===== src/rtl/stage_cascade_controller.sv =====
// Cascade sequencer for one integral window: fetches each stage's size and threshold,
// triggers the stage classifier, accumulates its results and decides pass/fail per stage.
module stage_cascade_controller #(
  parameter int DATA_WIDTH_12     = 12,
  parameter int DATA_WIDTH_16     = 16,
  parameter int NUM_STAGE         = 25,
  parameter int STAGE_INDEX_WIDTH = 5
) (
  input  logic                            clk_fpga,
  input  logic                            reset_fpga,
  input  logic                            i_window_valid,
  output logic                            o_window_ready,
  output logic [STAGE_INDEX_WIDTH-1:0]    o_stage_index,
  input  logic [DATA_WIDTH_12-1:0]        i_stage_size,
  input  logic signed [DATA_WIDTH_16-1:0] i_stage_threshold,
  output logic                            o_trigger_compare_stage,
  input  logic                            i_haar_valid,
  input  logic signed [DATA_WIDTH_16-1:0] i_haar_value,
  input  logic                            i_is_end_of_stage,
  output logic                            o_candidate_valid,
  output logic                            o_is_candidate,
  output logic                            o_protocol_error
);

  localparam int ACC_W = DATA_WIDTH_16 + 8;
  localparam logic signed [ACC_W-1:0] ACC_MAX = {1'b0, {(ACC_W-1){1'b1}}};
  localparam logic signed [ACC_W-1:0] ACC_MIN = {1'b1, {(ACC_W-1){1'b0}}};
  localparam logic [STAGE_INDEX_WIDTH-1:0] LAST_INDEX = STAGE_INDEX_WIDTH'(NUM_STAGE - 1);

  typedef enum logic [2:0] {
    S_IDLE, S_FETCH, S_TRIGGER, S_ACCUM, S_DECIDE, S_DONE
  } state_e;

  state_e                         state_q, state_d;
  logic [STAGE_INDEX_WIDTH-1:0]   index_q, index_d;
  logic [DATA_WIDTH_12-1:0]       size_q, size_d;
  logic [DATA_WIDTH_12-1:0]       count_q, count_d;
  logic signed [DATA_WIDTH_16-1:0] thr_q, thr_d;
  logic signed [ACC_W-1:0]        acc_q, acc_d;
  logic                           ready_q, ready_d;
  logic                           trig_q, trig_d;
  logic                           cand_valid_q, cand_valid_d;
  logic                           is_cand_q, is_cand_d;
  logic                           err_q, err_d;

  logic signed [ACC_W:0]          acc_ext, haar_ext, sum;
  logic signed [ACC_W-1:0]        acc_sat, thr_ext;
  logic [DATA_WIDTH_12:0]         count_inc;
  logic                           last_result;
  logic                           stage_pass;

  always_comb begin
    acc_ext  = (ACC_W+1)'(acc_q);
    haar_ext = (ACC_W+1)'(i_haar_value);
    sum      = acc_ext + haar_ext;
    // A carry into the guard bit that disagrees with the sign bit means overflow.
    if (sum[ACC_W] != sum[ACC_W-1]) acc_sat = sum[ACC_W] ? ACC_MIN : ACC_MAX;
    else                            acc_sat = sum[ACC_W-1:0];
    count_inc   = (DATA_WIDTH_12+1)'(count_q) + (DATA_WIDTH_12+1)'(1);
    last_result = (count_inc == (DATA_WIDTH_12+1)'(size_q));
    thr_ext     = ACC_W'(thr_q);
    stage_pass  = (acc_q >= thr_ext);
  end

  always_comb begin
    // NOTE: every *_d gets a default first so no path through the case can infer a latch.
    state_d   = state_q;
    index_d   = index_q;
    size_d    = size_q;
    thr_d     = thr_q;
    acc_d     = acc_q;
    count_d   = count_q;
    is_cand_d = is_cand_q;
    err_d     = err_q;
    case (state_q)
      S_IDLE: if (i_window_valid) begin
        state_d = S_FETCH;
        index_d = '0;
        acc_d   = '0;
        count_d = '0;
      end
      S_FETCH: begin
        size_d  = i_stage_size;
        thr_d   = i_stage_threshold;
        state_d = S_TRIGGER;
      end
      S_TRIGGER: state_d = (size_q == '0) ? S_DECIDE : S_ACCUM;
      S_ACCUM: if (i_haar_valid) begin
        acc_d   = acc_sat;
        count_d = count_inc[DATA_WIDTH_12-1:0];
        if (i_is_end_of_stage != last_result) err_d = 1'b1;
        if (last_result) state_d = S_DECIDE;
      end
      S_DECIDE: begin
        if (!stage_pass) begin
          is_cand_d = 1'b0;
          state_d   = S_DONE;
        end else if (index_q == LAST_INDEX) begin
          is_cand_d = 1'b1;
          state_d   = S_DONE;
        end else begin
          index_d = index_q + STAGE_INDEX_WIDTH'(1);
          acc_d   = '0;
          count_d = '0;
          state_d = S_FETCH;
        end
      end
      S_DONE:  state_d = S_IDLE;
      default: state_d = S_IDLE;
    endcase
    // Outputs are registered from the next state so they line up with the state they describe.
    ready_d      = (state_d == S_IDLE);
    trig_d       = (state_d == S_TRIGGER);
    cand_valid_d = (state_d == S_DONE);
  end

  always_ff @(posedge clk_fpga) begin
    // NOTE: synchronous reset; the datapath registers are plain flops, so they are cleared too.
    if (!reset_fpga) begin
      state_q      <= S_IDLE;
      index_q      <= '0;
      size_q       <= '0;
      thr_q        <= '0;
      acc_q        <= '0;
      count_q      <= '0;
      ready_q      <= 1'b1;
      trig_q       <= 1'b0;
      cand_valid_q <= 1'b0;
      is_cand_q    <= 1'b0;
      err_q        <= 1'b0;
    end else begin
      state_q      <= state_d;
      index_q      <= index_d;
      size_q       <= size_d;
      thr_q        <= thr_d;
      acc_q        <= acc_d;
      count_q      <= count_d;
      ready_q      <= ready_d;
      trig_q       <= trig_d;
      cand_valid_q <= cand_valid_d;
      is_cand_q    <= is_cand_d;
      err_q        <= err_d;
    end
  end

  assign o_window_ready          = ready_q;
  assign o_stage_index           = index_q;
  assign o_trigger_compare_stage = trig_q;
  assign o_candidate_valid       = cand_valid_q;
  assign o_is_candidate          = is_cand_q;
  assign o_protocol_error        = err_q;

endmodule


===== config.mk =====
export PLATFORM = sky130hd
export DESIGN_NAME = stage_cascade_controller
export DESIGN_NICKNAME = d
export VERILOG_FILES = /design/src/rtl/stage_cascade_controller.sv
export SDC_FILE = /design/constraint.sdc
export NUM_CORES = 1
export LEC_CHECK = 0
export CAP_MARGIN = 20
export CORE_MARGIN = 4
export CORE_UTILIZATION = 39
export CTS_CLUSTER_DIAMETER = 150
export DETAILED_ROUTE_END_ITERATION = 7
export DONT_BUFFER_PORTS = 1
export GPL_TIMING_DRIVEN = 0
export PLACE_DENSITY = 0.64
export SYNTH_ARGS = -nofsm -noshare
export SYNTH_HDL_FRONTEND = slang
export SYNTH_SLANG_ARGS = --single-unit

===== constraint.sdc =====
create_clock -name clk_fpga -period 4.95 [get_ports clk_fpga]
set_input_delay 0.7425 -clock clk_fpga [delete_from_list [all_inputs] [get_ports clk_fpga]]
set_output_delay 0.7425 -clock clk_fpga [all_outputs]
set_load 0.005 [all_outputs]

# --- After elaboration in Yosys (flattened, before gate mapping) ---
# Cells that the tools add are included.
classes:
  add_sub_neg: 3
  n_mul: 0
  div_mod_pow: 0
  n_lt_le_gt_ge: 1
  eq_ne: 15
  shift: 0
  muxes: 25
  bitwise: 0
  n_reduce_logical: 9
ops:
  columns: ["operator", "n"]
  rows:
  - ["$mux 24", 6]
  - ["$pmux 24 s3", 1]
  - ["$mux 12", 4]
  - ["$pmux 12 s3", 1]
  - ["$add 24x16->25", 1]
  - ["$ge 24x16->1", 1]
  - ["$mux 3", 6]
  - ["$mux 5", 3]
  - ["$pmux 3 s5", 1]
  - ["$add 12x1->13 const B", 1]
  - ["$eq 13x12->1", 1]
  - ["$logic_not 12->1", 1]
  - ["$pmux 5 s2", 1]
  - ["$eq 3x2->1 const B", 3]
  - ["$ne 2x2->1 const B", 4]
  - ["$eq 3x3->1 const B", 2]
  - ["$logic_not 3->1", 2]
  - ["$add 5x1->5 const B", 1]
  - ["$eq 5x5->1 const B", 1]
  - ["$reduce_and 5->1", 1]
  - ["$reduce_and 4->1", 1]
  - ["$eq 3x1->1 const B", 1]
  - ["$reduce_and 3->1", 1]
  - ["$reduce_bool 3->1", 1]
  - ["5 further kinds", 7]
word_totals:
  reg_bits: 77
  latchBits: 0
  ram_bits: 0
  mem_bits_ro: 0
  in_bits: 49
  output_inout_bits: 10
  mem_count: 0

# --- Logic depth before layout (Yosys ltp) ---
depth:
  depth_word: 6
  mapped_depth: 12
  ltp_nobuf: 10

# --- Least setup slack after synthesis ---
# Ideal clock, no wire load.
synth_path:
  kind: "input to register"
  startpoint: "input i_haar_value[0]"
  endpoint: "register acc_q[2]"
  setup_time_ns: 0.074
  arrival_ns: 3.117
  slack_ns: 1.759
  path_stages: 11
  n_path_buf: 1
  path_cell_list: "ha_1 -> fa_1 -> a211oi_1 -> o21ai_0 -> o311ai_0 -> nand2_1 -> a221oi_1 -> xnor2_1 -> clkbuf_1 -> o21ai_0 -> o21ai_0"
synth_via:
  elab_chain_len: 5
  word_cells_on_any_way: 6
  cone_classes: "1 x add/sub; 1 x eq/ne; 4 x mux"
synth_lines:
  columns: ["item", "line", "rtl"]
  rows:
  - ["from (decl)", "18", "input logic signed [DATA_WIDTH_16-1:0] i_haar_value,"]
  - ["$add 24x16->25 *", "55", "sum = acc_ext + haar_ext;"]
  - ["$mux 24 / $ne 1x1->1 (equally long branches)", "57", "if (sum[ACC_W] != sum[ACC_W-1]) acc_sat = sum[ACC_W] ? ACC_MIN : ACC_MAX;"]
  - ["$mux 24 *", "57", null]
  - ["$mux 24 *", "88", "S_ACCUM: if (i_haar_valid) begin"]
  - ["$pmux 24 s3 *", "75", "case (state_q)"]
  - ["to (signal assigned)", "124", "acc_q <= '0;"]
  - ["to (signal assigned)", "136", "acc_q <= acc_d;"]
  - ["to (decl)", "39", "logic signed [ACC_W-1:0] acc_q, acc_d;"]
# Every way passes the cells marked *; elsewhere a longest branch is shown, timed or not. The select of a mux whose other input is x is not followed.
# A chain may end at the register's enable or synchronous reset.

# --- Worst setup path after layout ---
# Ends and elaborated chain as after synthesis.

==> results.sh <==
export IMPL_overall_fraction_of_global_route_tracks_in_use_pct=18.3
export IMPL_yosys_top_cells_area="dfxtp_1 (29%), ha_1 (12%), a21oi_1 (7.5%), nand2_1 (7.4%), o21ai_0 (6.4%)"
export IMPL_timing_max_cap_violations=0
export IMPL_grt_first_pass_wirelength_microns=23800
export IMPL_wirelength_microns=14500
export IMPL_met1_length_microns=6660
export IMPL_worst_pin_slew_ns=0.735
export IMPL_globalplace_congestion=0.929
export IMPL_synth_yosys_warnings=0
export IMPL_setup_violations=0
export IMPL_postSynth_asyncResetShare_pct=0
export IMPL_final_period_utilization_pct=74.0
export IMPL_timing_slew_headroom_pct=50.6
export IMPL_die_width_microns=125
export IMPL_count_of_distinct_cell_types_in_the_synthesized_netlist=71
export IMPL_cts_tree="yes"
export IMPL_post_synth_top_area_fraction_pct=28.8
export IMPL_starting_density_pct=40.1
export IMPL_achievable_frequency_mhz=273
export IMPL_fin_worst_skew_ns=0.0111
export IMPL_synth_common_cells="nand2_1 (105), a21oi_1 (80), dfxtp_1 (77), o21ai_0 (68), ha_1 (51)"
export IMPL_row_count=42
export IMPL_criticalPathCategory="in -> reg"
export IMPL_cts_sinks=77
export IMPL_dr_first_iter_drc_count=344
export IMPL_crit_path_start_kind="input port"
export IMPL_multi_input_area_sq_um=3530
export IMPL_p_leak_nw=2.21
export IMPL_wl_met2_microns=6610
export IMPL_die_area_sq_um=15600
export IMPL_grt_start_max_net_pins=15
export IMPL_worst_setup_ep_type="register"
export IMPL_ys_seq_area_share_pct=28.8
export IMPL_cells_after_synth=685
export IMPL_register_area_sq_um=1540
export IMPL_vias_per_cell=5.77
export IMPL_critPathRequiredTime_ns=5.22
export IMPL_drive_gt1_share_pct=6.13
export IMPL_post_synth_instance_area_sq_um=5350
export IMPL_buffer_ports_inserted=0
export IMPL_grt_ovfl_total=0
export IMPL_met3WireLength_microns=960
export IMPL_synth_edff_count=0
export IMPL_cts_root_buffer="clkbuf_16"
export IMPL_detail_route_first_pass_iterations=5
export IMPL_cts_hold_buffers=0
export IMPL_synthFlopType="dfxtp_1"
export IMPL_crit_arrival_ns=3.94
export IMPL_cts_post_setup_buffers_inserted=0
export IMPL_final_hold_viol_count=0
export IMPL_top_layer_in_use="met4"
export IMPL_cts_inserted_buffers=9
export IMPL_number_of_antenna_violations_at_the_first_check_in_global_routing=0
export IMPL_finalHoldWorstSlack_ns=0.458
export IMPL_flow_area_growth_from_synthesis_pct=9.74
export IMPL_setup_repair_after_global_routing_missed_its_margin="no"
export IMPL_worst_skew_pair_late_latency_ns=0.35
export IMPL_num_antenna_cells=0
export IMPL_post_cts_resize_count=0
export IMPL_floorplan_io_pins=59
export IMPL_routed_via_count=5060
export IMPL_floorplan_die_height_microns=125
export IMPL_yosys_area_top_type="dfxtp_1"
export IMPL_post_drt_wl_per_cell_microns=16.5
export IMPL_crit_path_max_fanout=10
export IMPL_yosysMostFrequentCell="nand2_1"
export IMPL_postSynthRegisterBits=77
export IMPL_maxSlewViolCount=0
export IMPL_hpwlAfterDp_microns=11200
export IMPL_core_sq_um=13300
export IMPL_power_ir_vdd_worst_v=0.000234
export IMPL_worstHoldPathType="reg -> reg"
export IMPL_setup_total_negative_slack_ns=0
export IMPL_clk_pin_slew_ns=0.06
export IMPL_period_needed_ns=3.66
export IMPL_clock_tree_buffer_depth=2
export IMPL_power_density_nw_per_um2=301
export IMPL_drc_errors=0
export IMPL_final_antenna_net_count=0
export IMPL_status="complete, no violations"
export IMPL_grt_pass1_vias=4896
export IMPL_layout_filler_cells=1396
export IMPL_synth_nets=786
export IMPL_synthesis_area_per_instance_sq_um=7.80
export IMPL_htreeDepth=3
export IMPL_final_nets=797
==> power breakdown <==
part | internal [mW] | switching [mW]
combinational | 0.143 | 0.256
clock | 0.395 | 0.282
sequential | 0.659 | 0.0292
total | 1.20 | 0.567
==> metrics by stage <==
| step | total power [mW] | worst slack, ns | std cells | util [%] | cell area [sq um] |
|---|---|---|---|---|---|
| after floorplan | 0.991 | 1.76 | 685 | - | 5350 |
| after global placement | 1.08 | 1.01 | 861 | 41.7 | 5570 |
| after detailed placement | 1.09 | 0.986 | 861 | 41.7 | 5570 |
| after CTS | 1.78 | 1.34 | 877 | 44.0 | 5870 |
| after global routing | 1.86 | 0.959 | 877 | 44.0 | 5870 |
| final | 1.76 | 1.29 | 877 | 44.0 | 5870 |
==> worst max-delay path, cell delays in order <==
cell      delay, ns
ha_1           0.23
fa_1           0.44
a211oi_1       0.21
o21ai_0        0.21
o311ai_0       0.41
nand2_1        0.29
a221oi_1       0.37
xnor2_1        0.31
clkbuf_1       0.42
o21ai_0        0.18
o21ai_0        0.12
==> metal layers <==
metal / up-vias / GRT usage [%]
li1: 2510 / -
met1: 2383 / 24.2
met2: 149 / 28.8
met3: 18 / 6.01
met4: 0 / 5.04
met5: - / 0
==> flip-flops by register name, summed over array words and instances, names as in the netlist <==
register                 count
o_trigger_compare_stage      1
thr_q                       16
o_window_ready               1
o_candidate_valid            1
state_q                      3
o_protocol_error             1
size_q                      12
count_q                     12
o_is_candidate               1
acc_q                       24
o_stage_index                5
==> logic make-up after synthesis <==
family,after synthesis,share of synthesized area [%]
xor+xnor,37,6.06
fa+ha+maj,52,12.3
buf+inv,60,5.10
mux,5,0.936
compound gates,221,24.9
flops,77,28.8
simple gates,233,21.8
==> layout by cell type, fill, tap and decap left out, types with 3 or more instances in the layout <==
cell       netlist  routed
nand2_1        105     105
a21oi_1         80      80
dfxtp_1         77      77
o21ai_0         68      68
ha_1            51      51
inv_1           25      25
xnor2_1         25      25
clkbuf_1        21      22
nor2_1          21      21
nand3_1         18      18
nor3_1          14      14
nand4_1         13      13
xor2_1          12      12
a21o_1          10      10
a31oi_1          9       9
clkbuf_16        0       9
nand2b_1         8       8
and2_1           8       8
nor4_1           8       8
and3_1           6       6
a211oi_1         6       6
o211ai_1         6       6
o21bai_1         5       5
mux2i_1          5       5
and4_1           4       4
o31ai_1          4       4
a41oi_1          4       4
nor2b_1          4       4
a2111oi_0        4       4
or2_2            4       4
nand4b_1         4       4
buf_1            3       3
o31a_1           3       3
o2bb2ai_1        3       3
==> layout make-up <==
class                   count  area share, %
clock inverters             6           1.22
inverters                  26           1.66
multi-input cells         548           60.2
clock buffers              10           3.90
well taps                 176           3.75
plain buffers              34           2.99
flip-flops and latches     77           26.3
==> path summary, 6_finish.rpt <==
path | start | endpoint | slack (ns) | cells after the start
worst min register to register | thr_q[14] | thr_q[14] | 0.46 | 2
worst max-delay path | i_haar_value[0] | acc_q[2] | 1.29 | 11
worst max register to register | acc_q[0] | acc_q[2] | 1.37 | 11
worst min-delay path | thr_q[14] | thr_q[14] | 0.46 | 2
Note: power is estimated with default switching activity, not from simulation.
